## config.mk

```make
export PLATFORM = sky130hd
export DESIGN_NAME = pwr_en_seq_flat
export DESIGN_NICKNAME = d
export VERILOG_FILES = /design/src/rtl/pwr_pkg.sv /design/src/rtl/pwr_en_seq_if.sv /design/src/rtl/pwr_echo_chk.sv /design/src/rtl/pwr_en_seq.sv /design/src/flat_wrapper.sv
export SDC_FILE = /design/constraint.sdc
export NUM_CORES = 1
export LEC_CHECK = 0
export ABC_CLOCK_PERIOD_IN_PS = 4300
export CORE_UTILIZATION = 35
export DETAILED_ROUTE_END_ITERATION = 10
export SYNTH_ARGS = -nofsm -noshare
export SYNTH_HDL_FRONTEND = slang
export SYNTH_SLANG_ARGS = --single-unit
export TNS_END_PERCENT = 30
```

## constraint.sdc

```tcl
create_clock -name clk100m -period 4.3 [get_ports clk100m]
set_input_delay 1.075 -clock clk100m [delete_from_list [all_inputs] [get_ports clk100m]]
set_output_delay 1.075 -clock clk100m [all_outputs]
set_load 0.03 [all_outputs]
```

## src/rtl/pwr_pkg.sv

```systemverilog
// Shared types and constants for the power-enable sequencer.
package pwr_pkg;
  typedef enum logic [2:0] {
    IDLE      = 3'd0,
    STEP      = 3'd1,
    RAMP_UP   = 3'd2,
    DWELL     = 3'd3,
    RAMP_DOWN = 3'd4
  } pwr_state_t;

  localparam logic [1:0] MODE_STAIR = 2'd0;
  localparam logic [1:0] MODE_SWEEP = 2'd1;
  localparam logic [1:0] MODE_SOAK  = 2'd2;

  localparam int N_DUT_DEF    = 32;
  localparam int ECHO_LAT_DEF = 2;
endpackage

```

## src/rtl/pwr_en_seq_if.sv

```systemverilog
// Control/status bundle between the experiment controller and pwr_en_seq.
interface pwr_en_seq_if import pwr_pkg::*; #(
  parameter int N_DUT   = N_DUT_DEF,
  parameter int DWELL_W = 32
);
  logic               start;
  logic               abort;
  logic [1:0]         mode;
  logic [DWELL_W-1:0] dwell_cycles;
  logic [N_DUT-1:0]   pwr_en_out;
  logic [N_DUT-1:0]   dummy_in;
  logic               busy;
  logic               done;
  logic [5:0]         step_idx;
  logic               mismatch;
  logic [N_DUT-1:0]   mismatch_mask;

  modport master (
    output start, abort, mode, dwell_cycles, dummy_in,
    input  pwr_en_out, busy, done, step_idx, mismatch, mismatch_mask
  );
  modport slave (
    input  start, abort, mode, dwell_cycles, dummy_in,
    output pwr_en_out, busy, done, step_idx, mismatch, mismatch_mask
  );
endinterface

```

## src/rtl/pwr_echo_chk.sv

```systemverilog
// Delays the driven enable pattern by ECHO_LAT and compares it with the returned
// dummy bus; failures accumulate into sticky flags until clr.
module pwr_echo_chk import pwr_pkg::*; #(
  parameter int N_DUT    = N_DUT_DEF,
  parameter int ECHO_LAT = ECHO_LAT_DEF
) (
  input  logic             clk100m,
  input  logic             rstn,
  input  logic             clr,
  input  logic             vld,
  input  logic [N_DUT-1:0] exp,
  input  logic [N_DUT-1:0] obs,
  output logic             mismatch,
  output logic [N_DUT-1:0] mismatch_mask
);
  logic [ECHO_LAT:1]            vld_pipe;
  logic [ECHO_LAT:1][N_DUT-1:0] exp_pipe;
  logic [N_DUT-1:0]             err;

  assign err = vld_pipe[ECHO_LAT] ? (obs ^ exp_pipe[ECHO_LAT]) : '0;

  // clr drops history but still records a failure seen in the same cycle
  always_ff @(posedge clk100m) begin
    if (!rstn) begin
      vld_pipe      <= '0;
      exp_pipe      <= '0;
      mismatch      <= 1'b0;
      mismatch_mask <= '0;
    end else begin
      vld_pipe[1] <= vld;
      exp_pipe[1] <= exp;
      for (int i = 2; i <= ECHO_LAT; i++) begin
        vld_pipe[i] <= vld_pipe[i-1];
        exp_pipe[i] <= exp_pipe[i-1];
      end
      mismatch      <= (clr ? 1'b0 : mismatch) | (|err);
      mismatch_mask <= (clr ? '0 : mismatch_mask) | err;
    end
  end
endmodule

```

## src/rtl/pwr_en_seq.sv

```systemverilog
// Power-stepping experiment sequencer: staircase, one-hot sweep and soak with
// soft ramp-down, plus echo checking of the DUT array's dummy outputs.
module pwr_en_seq import pwr_pkg::*; #(
  parameter int N_DUT    = N_DUT_DEF,
  parameter int DWELL_W  = 32,
  parameter int STEP_GAP = 16,
  parameter int ECHO_LAT = ECHO_LAT_DEF
) (
  input logic         clk100m,
  input logic         rstn,
  pwr_en_seq_if.slave bus
);
  localparam int GAP_W = (STEP_GAP > 1) ? $clog2(STEP_GAP) : 1;
  localparam logic [GAP_W-1:0] GAP_RLD   = GAP_W'(STEP_GAP - 1);
  localparam logic [5:0]       LAST_STEP = 6'(N_DUT - 1);
  localparam logic [N_DUT-1:0] ALL_ON    = '1;

  pwr_state_t         state_q, state_n;
  logic [N_DUT-1:0]   pat_q, pat_n;
  logic [DWELL_W-1:0] cnt_q, cnt_n, dld_q, dld_n, dmin1;
  logic [GAP_W-1:0]   gap_q, gap_n;
  logic [5:0]         step_q, step_n;
  logic [1:0]         mode_q, mode_n, mode_norm;
  logic               busy_q, busy_n, done_q, done_n;
  logic               to_down, to_fin, clr;
  logic               chk_mm;
  logic [N_DUT-1:0]   chk_mask;

  always_ff @(posedge clk100m) begin
    if (!rstn) begin
      state_q <= IDLE;
      pat_q   <= '0;
      cnt_q   <= '0;
      dld_q   <= '0;
      gap_q   <= '0;
      step_q  <= '0;
      mode_q  <= MODE_STAIR;
      busy_q  <= 1'b0;
      done_q  <= 1'b0;
    end else begin
      state_q <= state_n;
      pat_q   <= pat_n;
      cnt_q   <= cnt_n;
      dld_q   <= dld_n;
      gap_q   <= gap_n;
      step_q  <= step_n;
      mode_q  <= mode_n;
      busy_q  <= busy_n;
      done_q  <= done_n;
    end
  end

  always_comb begin
    state_n = state_q;
    pat_n   = pat_q;
    cnt_n   = cnt_q;
    dld_n   = dld_q;
    gap_n   = gap_q;
    step_n  = step_q;
    mode_n  = mode_q;
    busy_n  = busy_q;
    done_n  = 1'b0;
    to_down = 1'b0;
    to_fin  = 1'b0;
    clr     = 1'b0;
    dmin1   = (bus.dwell_cycles == '0) ? '0 : bus.dwell_cycles - 1'b1;
    case (bus.mode)
      MODE_SWEEP: mode_norm = MODE_SWEEP;
      MODE_SOAK:  mode_norm = MODE_SOAK;
      default:    mode_norm = MODE_STAIR;
    endcase

    case (state_q)
      IDLE: begin
        busy_n = 1'b0;
        if (bus.start) begin
          clr    = 1'b1;
          mode_n = mode_norm;
          dld_n  = dmin1;
          busy_n = 1'b1;
          pat_n  = N_DUT'(1);
          step_n = '0;
          if (mode_norm == MODE_SOAK) begin
            state_n = RAMP_UP;
            gap_n   = GAP_RLD;
          end else begin
            state_n = STEP;
            cnt_n   = dmin1;
          end
        end
      end
      STEP: begin
        if (bus.abort) begin
          if (mode_q == MODE_SWEEP) to_fin = 1'b1;
          else                      to_down = 1'b1;
        end else if (cnt_q != '0) begin
          cnt_n = cnt_q - 1'b1;
        end else if (step_q == LAST_STEP) begin
          if (mode_q == MODE_SWEEP) to_fin = 1'b1;
          else                      to_down = 1'b1;
        end else begin
          step_n = step_q + 6'd1;
          pat_n  = (mode_q == MODE_SWEEP) ? (pat_q << 1) : ((pat_q << 1) | N_DUT'(1));
          cnt_n  = dld_q;
        end
      end
      RAMP_UP: begin
        if (bus.abort) begin
          to_down = 1'b1;
        end else if (gap_q != '0) begin
          gap_n = gap_q - 1'b1;
        end else begin
          pat_n = (pat_q << 1) | N_DUT'(1);
          if (pat_n == ALL_ON) begin
            state_n = DWELL;
            cnt_n   = dld_q;
          end else begin
            gap_n = GAP_RLD;
          end
        end
      end
      DWELL: begin
        if (bus.abort || cnt_q == '0) to_down = 1'b1;
        else                          cnt_n = cnt_q - 1'b1;
      end
      RAMP_DOWN: begin
        // already heading to zero, so abort has nothing left to shorten
        if (gap_q == '0) to_down = 1'b1;
        else             gap_n = gap_q - 1'b1;
      end
      default: state_n = IDLE;
    endcase

    // patterns in staircase/soak are always thermometer codes, so dropping the
    // top set bit is a right shift
    if (to_down) begin
      state_n = RAMP_DOWN;
      pat_n   = pat_q >> 1;
      gap_n   = GAP_RLD;
      if (pat_n == '0) to_fin = 1'b1;
    end
    if (to_fin) begin
      state_n = IDLE;
      pat_n   = '0;
      busy_n  = 1'b0;
      done_n  = 1'b1;
      step_n  = '0;
    end
  end

  pwr_echo_chk #(.N_DUT(N_DUT), .ECHO_LAT(ECHO_LAT)) u_echo (
    .clk100m       (clk100m),
    .rstn          (rstn),
    .clr           (clr),
    .vld           (busy_q | done_q),
    .exp           (pat_q),
    .obs           (bus.dummy_in),
    .mismatch      (chk_mm),
    .mismatch_mask (chk_mask)
  );

  assign bus.pwr_en_out    = pat_q;
  assign bus.busy          = busy_q;
  assign bus.done          = done_q;
  assign bus.step_idx      = step_q;
  assign bus.mismatch      = chk_mm;
  assign bus.mismatch_mask = chk_mask;
endmodule

```

## src/flat_wrapper.sv

```systemverilog
// flat-port wrapper written by rule: the top's interface ports become plain ports
module pwr_en_seq_flat import pwr_pkg::*;
#(
  parameter int N_DUT    = N_DUT_DEF,
  parameter int DWELL_W  = 32,
  parameter int STEP_GAP = 16,
  parameter int ECHO_LAT = ECHO_LAT_DEF
)
  (clk100m, rstn, bus_start, bus_abort, bus_mode, bus_dwell_cycles, bus_dummy_in, bus_pwr_en_out, bus_busy, bus_done, bus_step_idx, bus_mismatch, bus_mismatch_mask);
  pwr_en_seq_if #(.N_DUT(N_DUT), .DWELL_W(DWELL_W)) bus_i ();
  input logic clk100m;
  input logic rstn;
  input wire logic [$bits(bus_i.start)-1:0] bus_start;
  input wire logic [$bits(bus_i.abort)-1:0] bus_abort;
  input wire logic [$bits(bus_i.mode)-1:0] bus_mode;
  input wire logic [$bits(bus_i.dwell_cycles)-1:0] bus_dwell_cycles;
  input wire logic [$bits(bus_i.dummy_in)-1:0] bus_dummy_in;
  output wire logic [$bits(bus_i.pwr_en_out)-1:0] bus_pwr_en_out;
  output wire logic [$bits(bus_i.busy)-1:0] bus_busy;
  output wire logic [$bits(bus_i.done)-1:0] bus_done;
  output wire logic [$bits(bus_i.step_idx)-1:0] bus_step_idx;
  output wire logic [$bits(bus_i.mismatch)-1:0] bus_mismatch;
  output wire logic [$bits(bus_i.mismatch_mask)-1:0] bus_mismatch_mask;
  assign bus_i.start = bus_start;
  assign bus_i.abort = bus_abort;
  assign bus_i.mode = bus_mode;
  assign bus_i.dwell_cycles = bus_dwell_cycles;
  assign bus_i.dummy_in = bus_dummy_in;
  assign bus_pwr_en_out = bus_i.pwr_en_out;
  assign bus_busy = bus_i.busy;
  assign bus_done = bus_i.done;
  assign bus_step_idx = bus_i.step_idx;
  assign bus_mismatch = bus_i.mismatch;
  assign bus_mismatch_mask = bus_i.mismatch_mask;
  pwr_en_seq #(.N_DUT(N_DUT), .DWELL_W(DWELL_W), .STEP_GAP(STEP_GAP), .ECHO_LAT(ECHO_LAT)) u_core (.clk100m(clk100m), .rstn(rstn), .bus(bus_i));
endmodule
```

==> flow_summary.json <==
{
  "run_status": "complete, no violations",
  "worst_pin_slew_ns": 1.173,
  "drc": 0,
  "synth_top_area_share_pct": 44.12,
  "holdWs_ns": 0.4304,
  "clk_pin_slew_ns": 0.06,
  "fin_crit_ns": 3.458,
  "antenna_found_initial": 0,
  "ys_top_cells_by_count": "dfxtp_1 (212), nor2_1 (136), and2_1 (67)",
  "hold_violations": 0,
  "synth_ff_type": "dfxtp_1",
  "port_buffers": 142,
  "drt-initial-drc-count": 792,
  "cp_slowest_cell": "a211oi_1",
  "ios": 143,
  "cts_setup_buffers": 0,
  "gp_congestion": 0.8527,
  "cp-start-kind": "primary input",
  "diodes": 0,
  "dp_slack_ns": 0.4321,
  "rr_startpoint": "u_core.cnt_q[12]",
  "ctsRootBufferMaster": "clkbuf_16",
  "ant_nets": 0,
  "overflow": 0,
  "max_freq_mhz": 289.2,
  "die_h_um": 167.8,
  "yosys_warnings": 0,
  "vias": 8743,
  "placedInstanceArea_sq_um": 11360,
  "relSlewSlack_pct": 21.51,
  "cap_violations": 0,
  "synthTopCellsByArea": "dfxtp_1 (44%), xor2_1 (5.5%), nor2_1 (5.3%)",
  "cts_inserted_buffers": 24,
  "post-route-period-util_pct": 80.41,
  "rsz0062_at_grt": "no",
  "drive_gt1_share_pct": 7.206,
  "final_max_slew_viol_count": 0,
  "crit_end": "u_core.cnt_q[18]",
  "p_per_area_nw_per_um2": 481.2,
  "regArea_sq_um": 4244,
  "wl_per_cell_um": 17.95,
  "critPathBufInv": 2,
  "clk_path_buf_depth": 3,
  "synth_cell_types": 75,
  "synthCells": 1092,
  "htreeDepth": 1,
  "worstReg2RegEnd": "u_core.cnt_q[5]",
  "dp_hpwl_mm": 19.62,
  "fillCellCount": 2593,
  "cts_tree": "built",
  "multi_input_area_sq_um": 5046,
  "crit_type": "primary input to flop",
  "power_leakage_nw": 4.478,
  "final_nets": 1292,
  "viasPerCell": 5.548,
  "die_x_um": 167.8,
  "synthArstFlopShare_pct": 0,
  "startpoint": "bus_start",
  "cp.depth": 8,
  "clk_latency_ns": 0.51,
  "final.setup.tns_ns": 0,
  "synth_top_cell_by_area": "dfxtp_1",
  "cp.required_ns": 4.74,
  "setup_slack_ns": 0.8422,
  "r2r_cells": 7,
  "syn-cell-area_sq_um": 9619,
  "holdBufCountCts": 0,
  "cts_resized": 0,
  "hp-class": "flop to flop",
  "synth-edff-count": 0,
  "start_util_pct": 35.69,
  "grt_usage_pct": 19.45,
  "grt_pass1_wl_mm": 44.33,
  "synth.net_count": 1167,
  "cts.sinks": 212,
  "synth.most_common_cell": "dfxtp_1",
  "skew_ns": 0.01304,
  "die_area_sq_um": 28150,
  "worst_ep_arrival_time_ns": 3.90,
  "irDropWorstVdd_mv": 0.2426,
  "routed_wl_mm": 28.29,
  "dr.pass1.iters": 7,
  "grt_max_degree": 92,
  "critical_path.cell_chain": "clkdlybuf4s50_1 -> inv_1 -> o41ai_1 -> o211a_1 -> nand2b_1 -> a211oi_1 -> o221ai_1 -> o2bb2ai_1",
  "slowest_delay_ns": 0.76,
  "crit_family": "compound AO/OA/AOI/OAI gates",
  "row_count": 60,
  "grt_pass1_vias": 8062,
  "fin_area_sq_um": 12200,
  "synth_seq_cells": 212,
  "reg2reg_slack_ns": 0.92,
  "syn2layout_area_growth_pct": 26.87,
  "endpoint_kind": "flop",
  "crit_fanout": 6,
  "coreArea_sq_um": 26950,
  "setup_violations": 0,
  "yosysSeqAreaShare_pct": 44.12,
  "syn-mean-instance-area_sq_um": 8.809
}
-- per-stage QoR --
step | instances | utilization (%) | power, mW
after floorplan | 1092 | - | 3.279
after global placement | 1532 | 42.16 | 3.723
after detailed placement | 1532 | 42.16 | 3.725
after CTS | 1576 | 45.28 | 5.891
after global routing | 1576 | 45.28 | 6.152
final | 1576 | 45.28 | 5.873
-- layout by cell type (no fill, tap or decap), types with 5 or more instances in the layout --
cell type        synthesis  layout
a211oi_1                10      10
a21oi_1                 58      56
a221oi_1                 5       5
a222oi_1                30      30
a22oi_1                 39      39
a32o_1                   5       5
and2_1                  67      67
buf_4                    1      23
clkbuf_1                46       5
clkbuf_16                0      24
clkbuf_8                 0       7
clkdlybuf4s50_1          0     141
dfxtp_1                212     212
ha_1                     5       5
inv_1                   13      12
nand2_1                 60      60
nand2b_1                11      11
nand3_1                 21      20
nand4_1                 22      22
nor2_1                 136     136
nor2b_1                  5       5
nor3_1                  54      53
nor4_1                  36      36
o21ai_0                 27      27
o21ai_1                  5       5
o221ai_1                 7       7
o22ai_1                 10      10
o2bb2ai_1                8       8
o32ai_1                  5       5
or3_1                   10      10
or4_1                    6       6
xnor2_1                 26      26
xor2_1                  60      60
-- logic make-up (layout without fill, tap and decap cells) --
logic type	after synthesis	after routing	share of synthesized area, %
adder cells (fa/ha/maj)	5	5	0.6504
XOR/XNOR	86	86	7.830
flip-flops	212	212	44.12
multiplexers	5	5	0.5333
buffers and inverters	81	224	3.603
AO/OA/AOI/OAI	252	252	19.13
AND/OR/NAND/NOR	451	451	24.13
-- per-layer routing --
layer	global-route usage [%]	vias up	wire [um]
li1	-	4257	-
met1	27.72	4121	13140
met2	29.86	306	12440
met3	2.821	59	1808
met4	6.741	0	897
met5	0	-	0
-- flip-flops by register name, indices dropped and copies added, names as in the netlist --
name and flops:
u_core.bus.step_idx 6, u_core.bus.busy 1, u_core.bus.done 1, u_core.u_echo.exp_pipe 64
u_core.bus.pwr_en_out 32, u_core.dld_q 32, u_core.u_echo.mismatch 1, u_core.gap_q 4
u_core.u_echo.mismatch_mask 32, u_core.state_q 3, u_core.mode_q 2, u_core.u_echo.vld_pipe 2
u_core.cnt_q 32
-- layout make-up --
type,count,share of cell area (%)
Tap cell,341,3.496
Clock buffer,36,5.864
Timing Repair Buffer,165,13.02
Clock inverter,8,1.035
Sequential cell,212,34.78
Multi-Input combinational cell,799,41.35
Inverter,15,0.4613
-- power breakdown --
part | switching (mW) | internal (mW)
Combinational | 0.926 | 0.539
Sequential | 0.156 | 2.10
Clock | 0.820 | 1.33
-- how the worst min path moves through the flow --
stage	cells after the start	to	start
finish	1	u_core.u_echo.exp_pipe[46]	u_core.u_echo.exp_pipe[14]
global route	1	u_core.u_echo.exp_pipe[47]	u_core.u_echo.exp_pipe[15]
CTS	1	u_core.u_echo.exp_pipe[50]	u_core.u_echo.exp_pipe[18]
detailed placement	1	u_core.u_echo.exp_pipe[45]	u_core.u_echo.exp_pipe[13]
global placement	1	u_core.u_echo.exp_pipe[39]	u_core.u_echo.exp_pipe[7]
floorplan	1	u_core.u_echo.exp_pipe[32]	u_core.u_echo.exp_pipe[0]
Power figures use the tool's default switching activity.
